--- src/rtl/mem_arbiter.sv ---
// Sequencing arbiter sharing one combinational data-memory port between fetch and load/store.
// Optional starvation guard for fetch enabled by defining MEM_ARB_STARVE_GUARD_EN.
module mem_arbiter #(
  parameter int DEPTH      = 256,
  parameter int ADDRW      = $clog2(DEPTH),
  parameter int STARVE_MAX = 4
) (
  input  logic             clk,
  input  logic             rst,
  input  logic             if_req,
  input  logic [ADDRW-1:0] if_addr,
  output logic             if_gnt,
  output logic             if_rvalid,
  output logic [31:0]      if_rdata,
  output logic             if_err,
  input  logic             d_req,
  input  logic             d_we,
  input  logic [2:0]       d_sel,
  input  logic [ADDRW-1:0] d_addr,
  input  logic [31:0]      d_wdata,
  output logic             d_gnt,
  output logic             d_rvalid,
  output logic [31:0]      d_rdata,
  output logic             d_err,
  output logic             mem_write_data,
  output logic             mem_read_data,
  output logic [ADDRW-1:0] mem_addr,
  output logic [2:0]       mem_sel,
  output logic [31:0]      mem_data_in,
  input  logic [31:0]      mem_data_out
);

  localparam int AW1 = ADDRW + 1;

  typedef enum logic [1:0] {IDLE, ACCESS, RESP} state_t;

  state_t           state, state_nx;
  logic             grant_d, grant_if, force_if;
  logic             d_err_now, if_err_now;
  logic             own_if_q, we_q, err_q;
  logic [ADDRW-1:0] addr_q;
  logic [2:0]       sel_q;
  logic [31:0]      wdata_q, if_rdata_q, d_rdata_q;
  logic             mem_we_q, mem_re_q;

  // End address computed one bit wider so accesses near the top never wrap into range.
  function automatic logic range_err(input logic [ADDRW-1:0] addr, input logic [1:0] sz);
    logic [AW1-1:0] n;
    logic [AW1-1:0] last;
    n    = (sz == 2'b00) ? AW1'(1) : (sz == 2'b01) ? AW1'(2) : AW1'(4);
    last = {1'b0, addr} + n;
    return last > AW1'(DEPTH);
  endfunction

  always_comb begin
    d_err_now  = range_err(d_addr, d_sel[1:0])
               || !(d_sel inside {3'b000, 3'b001, 3'b010, 3'b100, 3'b101})
               || (d_we && d_sel[2]);
    if_err_now = range_err(if_addr, 2'b10);
  end

`ifdef MEM_ARB_STARVE_GUARD_EN
  localparam int CW = $clog2(STARVE_MAX + 1);
  logic [CW-1:0] starve_cnt;

  always_ff @(posedge clk) begin
    if (rst)                     starve_cnt <= '0;
    else if (!if_req || grant_if) starve_cnt <= '0;
    else if (grant_d)            starve_cnt <= starve_cnt + CW'(1);
  end

  assign force_if = (starve_cnt == CW'(STARVE_MAX));
`else
  // Strict data priority; the comparison only keeps STARVE_MAX referenced.
  assign force_if = (STARVE_MAX < 0);
`endif

  // NOTE: sequential state uses non-blocking assignments so every flop samples pre-edge values.
  always_ff @(posedge clk) begin
    if (rst) state <= IDLE;
    else     state <= state_nx;
  end

  // NOTE: every signal gets a default first so no path through the case infers a latch.
  always_comb begin
    state_nx = state;
    grant_d  = 1'b0;
    grant_if = 1'b0;
    case (state)
      IDLE, RESP: begin
        if (!rst) begin
          if (d_req && !(force_if && if_req)) grant_d  = 1'b1;
          else if (if_req)                    grant_if = 1'b1;
        end
        state_nx = (grant_d || grant_if) ? ACCESS : IDLE;
      end
      ACCESS:  state_nx = RESP;
      default: state_nx = IDLE;
    endcase
  end

  always_comb begin
    d_gnt          = grant_d;
    if_gnt         = grant_if;
    d_rvalid       = (state == RESP) && !own_if_q;
    if_rvalid      = (state == RESP) && own_if_q;
    d_err          = d_rvalid && err_q;
    if_err         = if_rvalid && err_q;
    d_rdata        = d_rdata_q;
    if_rdata       = if_rdata_q;
    mem_write_data = mem_we_q;
    mem_read_data  = mem_re_q;
    mem_addr       = addr_q;
    mem_sel        = sel_q;
    mem_data_in    = wdata_q;
  end

  // Enables are flops set on the grant edge, so they are high for exactly the ACCESS cycle.
  always_ff @(posedge clk) begin
    if (rst) begin
      own_if_q   <= 1'b0;
      we_q       <= 1'b0;
      err_q      <= 1'b0;
      addr_q     <= '0;
      sel_q      <= '0;
      wdata_q    <= '0;
      mem_we_q   <= 1'b0;
      mem_re_q   <= 1'b0;
      if_rdata_q <= '0;
      d_rdata_q  <= '0;
    end else begin
      mem_we_q <= 1'b0;
      mem_re_q <= 1'b0;
      if (grant_d) begin
        own_if_q <= 1'b0;
        we_q     <= d_we;
        err_q    <= d_err_now;
        addr_q   <= d_addr;
        sel_q    <= d_sel;
        wdata_q  <= d_wdata;
        mem_we_q <= d_we && !d_err_now;
        mem_re_q <= !d_we && !d_err_now;
      end else if (grant_if) begin
        own_if_q <= 1'b1;
        we_q     <= 1'b0;
        err_q    <= if_err_now;
        addr_q   <= if_addr;
        sel_q    <= 3'b010;
        mem_re_q <= !if_err_now;
      end
      if (state == ACCESS) begin
        if (own_if_q) if_rdata_q <= err_q ? 32'h0 : mem_data_out;
        else          d_rdata_q  <= (we_q || err_q) ? 32'h0 : mem_data_out;
      end
    end
  end

endmodule

--- config.mk ---
export PLATFORM = sky130hd
export DESIGN_NAME = mem_arbiter
export DESIGN_NICKNAME = d
export VERILOG_FILES = /design/src/rtl/mem_arbiter.sv
export SDC_FILE = /design/constraint.sdc
export NUM_CORES = 1
export LEC_CHECK = 0
export CAP_MARGIN = 20
export CORE_ASPECT_RATIO = 1.25
export CORE_MARGIN = 4
export CORE_UTILIZATION = 45
export CTS_CLUSTER_DIAMETER = 30
export DETAILED_ROUTE_END_ITERATION = 7
export HOLD_SLACK_MARGIN = 0.12
export PLACE_DENSITY = 0.87
export SKIP_CTS_REPAIR_TIMING = 1
export SYNTH_ARGS = -nofsm -noshare
export SYNTH_HDL_FRONTEND = slang
export SYNTH_SLANG_ARGS = --single-unit
--- constraint.sdc ---
create_clock -name clk -period 3.9 [get_ports clk]
set_clock_uncertainty 0.2 [all_clocks]
set_input_delay 1.17 -clock clk [delete_from_list [all_inputs] [get_ports clk]]
set_output_delay 1.17 -clock clk [all_outputs]
set_load 0.05 [all_outputs]
==> impl_metrics.csv <==
group,metric,value,unit
global_route,grt_pass1_wl,22600,um
setup_path,ff2ff_setup_slack,1590,ps
floorplan,die_w,97.1,um
logic_synthesis,synthCells,520,
logic_synthesis,synthFlopType,"dfxtp_1",
setup_path,crit_type,"input port to output port",
logic_synthesis,yosys.cell_count.top_type,"dfxtp_1",
floorplan,coreArea,9660,um^2
logic_synthesis,async_flop_share,0,%
route,drcViolationCount,0,
global_route,antenna_found_initial,0,
placed_design,dp.final_hpwl,9940,um
placed_design,placed_area,6540,um^2
floorplan,fp.dieH,119,um
clocking,cts_max_level,4,
floorplan,ios,203,
clocking,cts_sinks,114,
timing,tightestPinTransition,667,ps
setup_path,worstPathArrival,2190,ps
timing,slew_viol_final,0,
logic_synthesis,avgSynthCellArea,8.58,um^2
pwr,p_per_area,483,nW/um^2
logic_synthesis,yosysTopAreaCellShare,51.1,%
final_layout,n_antenna_cell,0,
timing,hold_viol_final,0,
pwr,p_sw,0.000912,W
pwr,p_int,0.00256,W
logic_synthesis,yosysSeqAreaShare,51.1,%
pwr,p_clk_share,46.1,%
final_layout,syn_to_final_growth,61.1,%
pwr,power_frac_comb,17.6,%
global_route,grt.met3_usage,10.4,%
logic_synthesis,synth_edf_count,0,
clocking,cts_made_buffers,17,
hold_path,hp-class,"flip-flop to flip-flop",
timing,maxSlewHeadroom,55.6,%
logic_synthesis,synthTopCellsByCount,"dfxtp_1, nand2_1, a21oi_1, o21ai_0, nand2b_1",
route,first_iter_violations,292,
logic_synthesis,yosys_register_bits,114,
clocking,root_buffer,"clkbuf_16",
status,outcome,"finished, final reports clean",
final_layout,register_area,2280,um^2
floorplan,rows,40,
pwr,power,0.00347,W
global_route,grt_pass1_vias,4667,
timing,fmax,281,MHz
logic_synthesis,syn_nets,612,
placed_design,io_buffers,202,
timing,fin_crit,3560,ps
route,avgViaCountPerCell,5.30,
global_route,grt-ovfl-total,0,
route,firstDrtPassIters,4,
setup_path,startpoint_type,"input port",
flow_run,cap_violations,0,
route,route.vias.total,4509,
clocking,clockBufferDepth,2,
route,drtAntennaViolNets,0,
clocking,cts_tree,"built",
clocking,clk_latency,400,ps
hold_path,hold_depth,2,
timing,rsz0062_at_grt,"false",
setup_path,required,2530,ps
final_layout,fin_nets,804,
logic_synthesis,synth_area,4460,um^2
logic_synthesis,yosys_warnings,0,
floorplan,dieArea,11600,um^2
floorplan,initial_core_util,46.2,%
placed_design,globalplace.congestion,0.822,
timing,setup_violations,0,
logic_synthesis,synth.area.top_cells,"dfxtp_1, nand2_1, a21oi_1, nand3b_1, nand2b_1",
final_layout,finalInstanceArea,7190,um^2
global_route,grt.met2_usage,43.6,%
pwr,p_leak,2.55,nW
timing,final.setup.tns,0,ps
pwr,vdd.ir_drop.worst,0.000345,V
setup_path,crit_path_end_kind,"output port",
clocking,clk_pin_slew,50,ps
logic_synthesis,yosysUniqueCellTypes,37,
global_route,grt.busiest_layer,"met2",
global_route,grt_max_degree,74,
pwr,seqPwrFrac,36.3,%
final_layout,nFillCells,665,
setup_path,r2r_cells,7,
route,wire_per_inst,16.8,um
setup_path,cp_max_fo,3,
final_layout,drive_gt1_share,7.18,%
pwr,p_sw_share,26.3,%
logic_synthesis,synth_top_cell_by_area,"dfxtp_1",
global_route,grt_usage,24.1,%
timing,finalCritPeriodShare,91.3,%
global_route,met1_usage,24.0,%
final_layout,multiInputGateArea,1950,um^2
route,wl,14300,um
placed cells by master, fill, tap and decap left out, types with 2 or more instances in the layout:
cell and instances:
nand3_1 32, bufinv_16 4, clkdlybuf4s50_1 199, a21oi_1 68, nor3_1 2, mux2i_1 5, nand3b_1 32, clkbuf_8 2
a22oi_1 6, dfxtp_1 114, buf_12 2, nand2_1 101, buf_4 9, nor2_1 15, nand4_1 3, o21ai_0 36
nand2b_1 34, inv_1 2, clkinv_2 5, a211oi_1 5, ha_1 3, nor2_2 3, clkbuf_16 17, and2_1 4
buf_16 2, clkinvlp_4 2
path summary, 6_finish.rpt:
| kind | startpoint | to |
|---|---|---|
| setup reg to reg | state[0] | err_q |
| hold / removal | if_rdata[6] | if_rdata[6] |
| hold reg to reg | if_rdata[6] | if_rdata[6] |
| setup / recovery | d_req | if_gnt |
through the flow:
stage | hold slack [ps] | util, % | setup WS (ps) | std cells
floorplan | 266 | - | 385 | 520
global route | 261 | 74.4 | 274 | 850
detailed placement | 246 | 67.7 | 341 | 818
CTS | 251 | 74.1 | 340 | 849
global placement | 237 | 67.3 | 357 | 816
finish | 249 | 74.4 | 340 | 850
sequential cells by signal (all words and copies together), names as in the netlist:
signal and flops:
d_rdata 32, err_q 1, if_rdata 32, mem_addr 8, mem_data_in 32, mem_read_data 1, mem_sel 3, mem_write_data 1
own_if_q 1, state 2, we_q 1
layer usage:
layer | share of wire, % | wire [um] | vias up
li1 | - | - | 2145
met1 | 36 | 5080 | 2106
met2 | 52 | 7380 | 225
met3 | 10 | 1450 | 33
met4 | 2.4 | 338 | 0
met5 | 0 | 0 | -
kinds of logic after synthesis:
logic type / after synthesis / share of synthesized area [%]
AO/OA/AOI/OAI: 122 / 14.8
adder cells (fa/ha/maj): 4 / 1.29
buffers and inverters: 43 / 5.27
flip-flops: 114 / 51.1
multiplexers: 5 / 1.12
AND/OR/NAND/NOR: 232 / 26.4
layout make-up:
type / count / share of cell area, %
clock buffer: 20 / 6.35
clock inverter: 11 / 2.23
inverter: 3 / 0.157
multi-input combinational: 363 / 27.1
sequential: 114 / 31.8
tap: 126 / 2.19
timing repair buffer: 213 / 30.2
worst max-delay path: stages:
cell and delay (ps):
clkdlybuf4s50_1 490, nor4b_4 350, buf_12 180
power by group through the flow:
stage / registers [W] / clock network [W] / logic, W
finish: 0.00126 / 0.00160 / 0.000609
detailed placement: 0.00128 / 0 / 0.000605
global placement: 0.00128 / 0 / 0.000589
global route: 0.00127 / 0.00167 / 0.000642
floorplan: 0.00147 / 0 / 0.000160
CTS: 0.00126 / 0.00162 / 0.000609
(Power assumes the default switching activity.)
